`src/rtl/dut_dacx0504.sv`:
```
// Quad 16-bit DAC register front end: SPI slave oversampled in the SYS_CLK domain,
// 24-bit frame decode, buffered/synchronous DAC loading, LDAC, soft reset and readback.
module dut_dacx0504 #(
  parameter logic [15:0] DEVICE_ID = 16'h0A14
) (
  input  logic        SYS_CLK,
  input  logic        RESET_N,
  input  logic        DAC_CLK,
  input  logic        DAC_SDI,
  input  logic        DAC_CS_N,
  output logic        DAC_SDO,
  output logic [15:0] DAC0_OUT,
  output logic [15:0] DAC1_OUT,
  output logic [15:0] DAC2_OUT,
  output logic [15:0] DAC3_OUT,
  output logic        FRAME_ERR
);

  localparam int unsigned FRAME_BITS = 24;
  localparam int unsigned CNT_W      = 5;
  localparam int unsigned DATA_W     = 16;
  localparam int unsigned ADDR_W     = 4;
  localparam int unsigned NUM_DAC    = 4;

  // Two synchronizer stages plus one history stage for edge detection
  logic [2:0] clk_sync;
  logic [2:0] cs_sync;
  logic [1:0] sdi_sync;

  logic clk_fall_c;
  logic clk_rise_c;
  logic cs_fall_c;
  logic cs_rise_c;

  logic                  frame_active;
  logic [CNT_W-1:0]      bit_cnt;
  logic [FRAME_BITS-1:0] shift_reg;
  logic [FRAME_BITS-1:0] tx_shift;
  logic [FRAME_BITS-1:0] rb_word;

  logic              exec_valid;
  logic              exec_rw;
  logic [ADDR_W-1:0] exec_addr;
  logic [DATA_W-1:0] exec_data;

  logic [NUM_DAC-1:0] sync_reg;
  logic [DATA_W-1:0]  config_reg;
  logic [DATA_W-1:0]  gain_reg;
  logic [DATA_W-1:0]  dac_buf [NUM_DAC];
  logic [DATA_W-1:0]  dac_out [NUM_DAC];
  logic               frame_err;

  logic [DATA_W-1:0]  rd_data_c;

  assign clk_fall_c =  clk_sync[2] & ~clk_sync[1];
  assign clk_rise_c = ~clk_sync[2] &  clk_sync[1];
  assign cs_fall_c  =  cs_sync[2]  & ~cs_sync[1];
  assign cs_rise_c  = ~cs_sync[2]  &  cs_sync[1];

  assign DAC_SDO   = tx_shift[FRAME_BITS-1];
  assign DAC0_OUT  = dac_out[0];
  assign DAC1_OUT  = dac_out[1];
  assign DAC2_OUT  = dac_out[2];
  assign DAC3_OUT  = dac_out[3];
  assign FRAME_ERR = frame_err;

  // Readback mux; DAC addresses return the buffer, not the loaded code
  always_comb begin
    rd_data_c = '0;
    case (exec_addr)
      4'h1:                   rd_data_c = DEVICE_ID;
      4'h2:                   rd_data_c = {(DATA_W-NUM_DAC)'(0), sync_reg};
      4'h3:                   rd_data_c = config_reg;
      4'h4:                   rd_data_c = gain_reg;
      4'h8, 4'h9, 4'hA, 4'hB: rd_data_c = dac_buf[exec_addr[1:0]];
      default:                rd_data_c = '0;
    endcase
  end

  // CS sync resets low so a frame only starts after CS_N has been seen high
  always_ff @(posedge SYS_CLK or negedge RESET_N) begin
    if (!RESET_N) begin
      clk_sync <= '0;
      cs_sync  <= '0;
      sdi_sync <= '0;
    end else begin
      clk_sync <= {clk_sync[1:0], DAC_CLK};
      cs_sync  <= {cs_sync[1:0], DAC_CS_N};
      sdi_sync <= {sdi_sync[0], DAC_SDI};
    end
  end

  // Frame capture, readback shifting and register execution
  always_ff @(posedge SYS_CLK or negedge RESET_N) begin
    if (!RESET_N) begin
      frame_active <= 1'b0;
      bit_cnt      <= '0;
      shift_reg    <= '0;
      tx_shift     <= '0;
      rb_word      <= '0;
      exec_valid   <= 1'b0;
      exec_rw      <= 1'b0;
      exec_addr    <= '0;
      exec_data    <= '0;
      sync_reg     <= '0;
      config_reg   <= '0;
      gain_reg     <= '0;
      frame_err    <= 1'b0;
      for (int i = 0; i < NUM_DAC; i++) begin
        dac_buf[i] <= '0;
        dac_out[i] <= '0;
      end
    end else begin
      frame_err  <= 1'b0;
      exec_valid <= 1'b0;

      if (cs_fall_c) begin
        frame_active <= 1'b1;
        bit_cnt      <= '0;
        shift_reg    <= '0;
        tx_shift     <= rb_word;
      end else if (frame_active && cs_rise_c) begin
        frame_active <= 1'b0;
        tx_shift     <= '0;
        rb_word      <= '0;
        if (bit_cnt == CNT_W'(FRAME_BITS)) begin
          exec_valid <= 1'b1;
          exec_rw    <= shift_reg[23];
          exec_addr  <= shift_reg[19:16];
          exec_data  <= shift_reg[15:0];
        end else begin
          frame_err  <= 1'b1;
        end
      end else if (frame_active) begin
        if (clk_fall_c) begin
          shift_reg <= {shift_reg[FRAME_BITS-2:0], sdi_sync[1]};
          if (bit_cnt != '1) bit_cnt <= bit_cnt + CNT_W'(1);
        end
        if (clk_rise_c) tx_shift <= {tx_shift[FRAME_BITS-2:0], 1'b0};
      end else begin
        tx_shift <= '0;
      end

      if (exec_valid) begin
        if (exec_rw) begin
          rb_word <= {1'b1, 3'b000, exec_addr, rd_data_c};
        end else begin
          case (exec_addr)
            4'h2: sync_reg   <= exec_data[NUM_DAC-1:0];
            4'h3: config_reg <= exec_data;
            4'h4: gain_reg   <= exec_data;
            4'h5: begin
              // Soft reset wins over LDAC carried in the same write
              if (exec_data[3:0] == 4'b1010) begin
                sync_reg   <= '0;
                config_reg <= '0;
                gain_reg   <= '0;
                rb_word    <= '0;
                for (int i = 0; i < NUM_DAC; i++) begin
                  dac_buf[i] <= '0;
                  dac_out[i] <= '0;
                end
              end else if (exec_data[4]) begin
                for (int i = 0; i < NUM_DAC; i++) begin
                  if (sync_reg[i]) dac_out[i] <= dac_buf[i];
                end
              end
            end
            4'h8, 4'h9, 4'hA, 4'hB: begin
              dac_buf[exec_addr[1:0]] <= exec_data;
              if (!sync_reg[exec_addr[1:0]]) dac_out[exec_addr[1:0]] <= exec_data;
            end
            default: ;
          endcase
        end
      end
    end
  end

endmodule

```
`config.mk`:
```
export PLATFORM = sky130hd
export DESIGN_NAME = dut_dacx0504
export DESIGN_NICKNAME = d
export VERILOG_FILES = /design/src/rtl/dut_dacx0504.sv
export SDC_FILE = /design/constraint.sdc
export NUM_CORES = 1
export LEC_CHECK = 0
export ABC_AREA = 1
export BUFFER_PORTS_ARGS = -buffer_cell sky130_fd_sc_hd__buf_2
export CORE_ASPECT_RATIO = 0.7
export CORE_MARGIN = 2
export CORE_UTILIZATION = 35
export DETAILED_ROUTE_END_ITERATION = 16
export PLACE_DENSITY = 0.6
export SLEW_MARGIN = 5
export SYNTH_ARGS = -nofsm -noshare
export SYNTH_HDL_FRONTEND = slang
export SYNTH_SLANG_ARGS = --single-unit
```
`constraint.sdc`:
```
create_clock -name SYS_CLK -period 1.47 [get_ports SYS_CLK]
set_input_delay 0.147 -clock SYS_CLK [delete_from_list [all_inputs] [get_ports SYS_CLK]]
set_output_delay 0.147 -clock SYS_CLK [all_outputs]
set_load 0.02 [all_outputs]
```
## Word-level counts from Yosys, hierarchy flattened

Index checks and enable logic that the tools add are counted.

| cells by class | value |
|---|---|
| add/sub/neg operators | 1 |
| order comparisons | 3 |
| equality and inequality tests | 21 |
| mux-type cells | 52 |
| bitwise gates (word level) | 11 |
| reductions and logical operators | 22 |

Operators with widths:

| cell | number |
|---|---|
| $mux W24 | 14 |
| $mux W64 | 4 |
| $pmux W64 S2 | 2 |
| $bwmux W64 | 2 |
| $mux W16 | 8 |
| $pmux W16 S5 | 1 |
| $pmux W16 S2 | 2 |
| $bmux W16 S2 | 1 |
| $demux W16 S2 | 1 |
| $mux W5 | 5 |
| $reduce_and A6 Y1 | 4 |
| $eq A4 B4 Y1 const B | 5 |
| $reduce_and A4 Y1 | 5 |
| $reduce_bool A2 Y1 | 8 |
| $ne A3 B3 Y1 const B | 5 |
| $mux W1 | 9 |
| $eq A4 B2 Y1 const B | 2 |
| $eq A4 B3 Y1 const B | 2 |
| $pmux W4 S2 | 1 |
| $ne A2 B2 Y1 const B | 3 |
| $not A1 Y1 | 6 |
| $reduce_and A3 Y1 | 2 |
| $add A5 B1 Y5 const B | 1 |
| $eq A5 B5 Y1 const B | 1 |
| 12 further kinds | 16 |

| word-level totals | value |
|---|---|
| flip-flop bits (word level) | 273 |
| output and inout bits | 66 |
| logic and storage cells | 134 |

## Depth between registers and ports, before layout

| logic depth | value |
|---|---|
| depth in word-level cells | 9 |
| gate-level depth with buffers | 11 |
| mapped depth without buffers | 9 |

## Worst setup path before layout

Ideal clock, no wire load.

| timing | value |
|---|---|
| path type | reg2reg |
| from | reg exec_addr[1] |
| to | reg dac_out, in the netlist DAC0_OUT[10] |
| data arrival time | 1.435 ns |
| path slack | -0.082 ns |
| stages on the path, launching flop included | 10 |
| path through | dfrtp_1 -> nor2_4 -> nor2_1 -> nor2_2 -> inv_1 -> nor2_1 -> nand3_4 -> buf_6 -> nand2_1 -> nand2_1 |

| on the way | value |
|---|---|
| longest elaborated chain between the ends | 8 |

Ends and longest elaborated chain:

| item | RTL line | text |
|---|---|---|
| start, declared | 43 | `logic [ADDR_W-1:0] exec_addr;` |
| start signal, assigned | 129 | `exec_addr <= shift_reg[19:16];` |
| $not A2 Y3 (not written as such) | 171 | `if (!sync_reg[exec_addr[1:0]]) dac_out[exec_addr[1:0]] <= exec_data;` |
| $ge A3 B3 Y1 (not written as such) or $lt A3 B1 Y1 (tied branches) | 171 |  |
| $logic_and A1 B1 Y1 (not written as such) | 171 |  |
| $mux W16 (not written as such) | 171 |  |
| $demux W16 S2 | 171 |  |
| $bwmux W64 | 171 |  |
| $mux W64 | 171 |  |
| $pmux W64 S2 | 148 | `case (exec_addr)` |
| end signal, assigned by index | 165 | `if (sync_reg[i]) dac_out[i] <= dac_buf[i];` |
| end signal, assigned by index | 171 |  |
| end, declared | 50 | `logic [DATA_W-1:0] dac_out [NUM_DAC];` |

Parallel ways exist; a longest one is shown, timed or not. The select of a mux whose other input is x is not followed.
A chain may end at the register's enable or synchronous reset.

## Worst setup path after layout

| timing | value |
|---|---|
| from | reg exec_addr[1] |
| to | reg dac_out, in the netlist DAC3_OUT[14] |

Same word-level chain as after synthesis.

==> impl_metrics.yaml <==
place:
  gp_congestion: 0.932
  io_buffers: 70
  pre_cts_slack_ps: -394
  placed_cell_area_sq_mm: 0.0146
  hpwl_mm: 27.7
  place_inst: 2214
floorplanning:
  die_width_um: 234
  io_pins: 71
  die_y_um: 165
  start_util_pct: 35.8
  row_count: 58
  core_region_area_sq_mm: 0.0361
  dieArea_sq_mm: 0.0385
finish:
  diodes: 0
  final_cell_mix: "nand2_1, dfrtp_1, nand3_1, inv_1, buf_4"
  num-nets-final: 1858
  top_register: "dac_buf"
  multi_input_area_sq_mm: 0.00629
  drive_gt1_share_pct: 32.1
  layout_commonest_cell: "nand2_1"
  largest_reg_flops: 64
  layout-area-overhead-vs-synth_pct: 38.9
  seqCellArea_sq_mm: 0.00684
  fillers: 3318
  finalNonFillerCells: 2351
  postLayoutCellArea_sq_mm: 0.0180
clock_tree:
  cts_tree: "yes"
  clock_sinks: 273
  clk_latency_ps: 560
  h-tree-depth: 1
  cts_root_buf: "clkbuf_16"
  cts_buffers: 28
  cts_buffer_depth: 3
  clkTransAtPathRegs_ps: 70
timing:
  fin_ws_ps: -280
  max_freq_ghz: 0.572
  fin_crit_ps: 1750
  worstMarginPinSlew_ps: 493
  worst_clock_skew_ps: 13.8
  finalMaxSlewViolations: 0
  hold_viol: 0
  slew_headroom_pct: 67.1
  setup_viol: 203
  post-route-period-util_pct: 119
  rsz0062_at_grt: "yes"
hold_path:
  hp-class: "input port to asynchronous set/reset pin"
detailed_routing:
  viasPerCell: 5.21
  drt_iter0_markers: 1351
  ant_nets: 0
  routed_wl_mm: 44.8
  drt-wirelength-per-cell_um: 19.1
  drc: 0
  first_pass_iters: 6
  vias: 12200
setup_path:
  startpoint_type: "register"
  crit_type: "register to register"
  worst_ep_required_time_ps: 1970
  cp_max_fo: 8
  end_kind: "register"
  worstPathArrival_ps: 2250
  cp-startpoint: "exec_addr[1]"
  worstReg2RegStart: "exec_addr[1]"
global_route:
  antenna_found_initial: 0
  grt_usage_pct: 21.3
  grt_max_degree: 51
  grt_pass1_wl_mm: 63.4
  grt_pass1_vias: 11000
  grt.overflow.total: 0
yosys:
  synth_area_sq_mm: 0.0129
  postSynthCellCount: 1632
  ys_types: 34
  async_flop_share_pct: 100
  yosys_register_bits: 273
  synth_edf_count: 0
  syn-num-nets: 1640
  dominantRegCellSynth: "dfrtp_1"
  syn_area_per_cell_sq_um: 7.92
  yosysSeqAreaShare_pct: 52.8
  synth_warnings: 0
run:
  drv_cap: 0
power_and_ir_drop:
  power_density_mw_per_mm2: 870
  ir_drop_mv: 0.926
  p_leak_nw: 8.98
status:
  violations: "setup timing"
  status: "finished with violations"
worst max-delay path, cell delays in order (launching register included):
cell and delay [ps]:
dfrtp_2 450, buf_12 140, nor2_4 150, nand2_4 100
nand2_8 100, buf_6 120, nand2_8 70, nor2_4 200
clkbuf_16 200, nand3_1 70, nand2_1 70
through the flow:
| step | util [%] | TNS, ps | hold WS [ps] | power (mW) |
|---|---|---|---|---|
| floorplan | - | -4370 | -149 | 8.17 |
| global placement | 40.5 | -45290 | 73.6 | 8.51 |
| detailed placement | 40.5 | -49670 | 71.6 | 8.53 |
| CTS | 45.2 | -23800 | 77.8 | 15.5 |
| global route | 49.7 | -48300 | 95.2 | 16.1 |
| finish | 49.7 | -33550 | 83.2 | 15.6 |
final cells by class:
| type | instances | share of cell area (%) |
|---|---|---|
| clock inverter | 9 | 0.293 |
| tap | 480 | 3.34 |
| clock buffer | 42 | 4.65 |
| multi-input combinational | 1141 | 35.1 |
| inverter | 133 | 2.92 |
| sequential | 273 | 38.1 |
| timing repair buffer | 273 | 15.7 |
routing by layer:
metal,wire length [um],up-vias,part of all wire [%],track usage (%)
li1,-,5678,-,-
met1,21300,5999,48,33.0
met2,18300,505,41,28.6
met3,4520,62,10,7.18
met4,667,0,1.5,3.42
met5,0,-,0,0
cell usage after synthesis, types with 3 or more instances:
cell / number / area share (%)
nand2_2: 9 / 0.44
o21ai_1: 58 / 2.2
o211ai_1: 7 / 0.41
nor2_4: 9 / 0.78
inv_2: 7 / 0.20
dfrtp_1: 273 / 53
nand2_1: 600 / 17
nand3_1: 166 / 6.4
buf_6: 10 / 0.87
o22ai_1: 4 / 0.19
o21ai_0: 103 / 4.0
nor3_1: 5 / 0.19
a22oi_1: 13 / 0.75
inv_1: 124 / 3.6
nor2_2: 3 / 0.15
nand3_4: 4 / 0.54
ha_1: 3 / 0.29
buf_4: 6 / 0.35
a21oi_1: 19 / 0.74
nand2_4: 6 / 0.52
buf_2: 37 / 1.4
clkbuf_1: 36 / 1.0
nor2_1: 98 / 2.8
nand4_1: 20 / 0.97
final timing paths:
| check | to | slack, ps | cells after the start |
|---|---|---|---|
| max | DAC3_OUT[14] | -280 | 10 |
| min | DAC1_OUT[10] | 80 | 2 |
| max reg2reg | DAC3_OUT[14] | -280 | 10 |
| min reg2reg | cs_sync[1] | 350 | 0 |
| max in group asynchronous | DAC3_OUT[0] | 680 | 3 |
| min in group SYS_CLK | clk_sync[0] | 230 | 2 |
kinds of logic (layout without fill, tap and decap cells):
family                   count (synthesis)  after routing  share of synthesized area, %
AND/OR/NAND/NOR                        921            925                          30.4
flip-flops                             273            273                          52.8
buffers and inverters                  223            457                          7.64
AO/OA/AOI/OAI                          211            212                          8.82
adder cells (fa/ha/maj)                  3              3                         0.290
XOR/XNOR                                 1              1                        0.0677
report_power, final:
part	internal, mW	switching (mW)
combinational	0.301	0.542
sequential	7.65	0.0962
clock	3.91	3.11
total	11.9	3.75
repair_timing:
action / 4_1_cts / 5_1_grt
resized for setup: 81 / 285
hold buffers: 4 / 0
endpoints found under the hold margin: 276 / 0
setup endpoints to repair: 197 / 255
cloned: 9 / 21
buffers inserted: 28 / 24
pin swaps: 29 / 62
(Power assumes the default switching activity.)
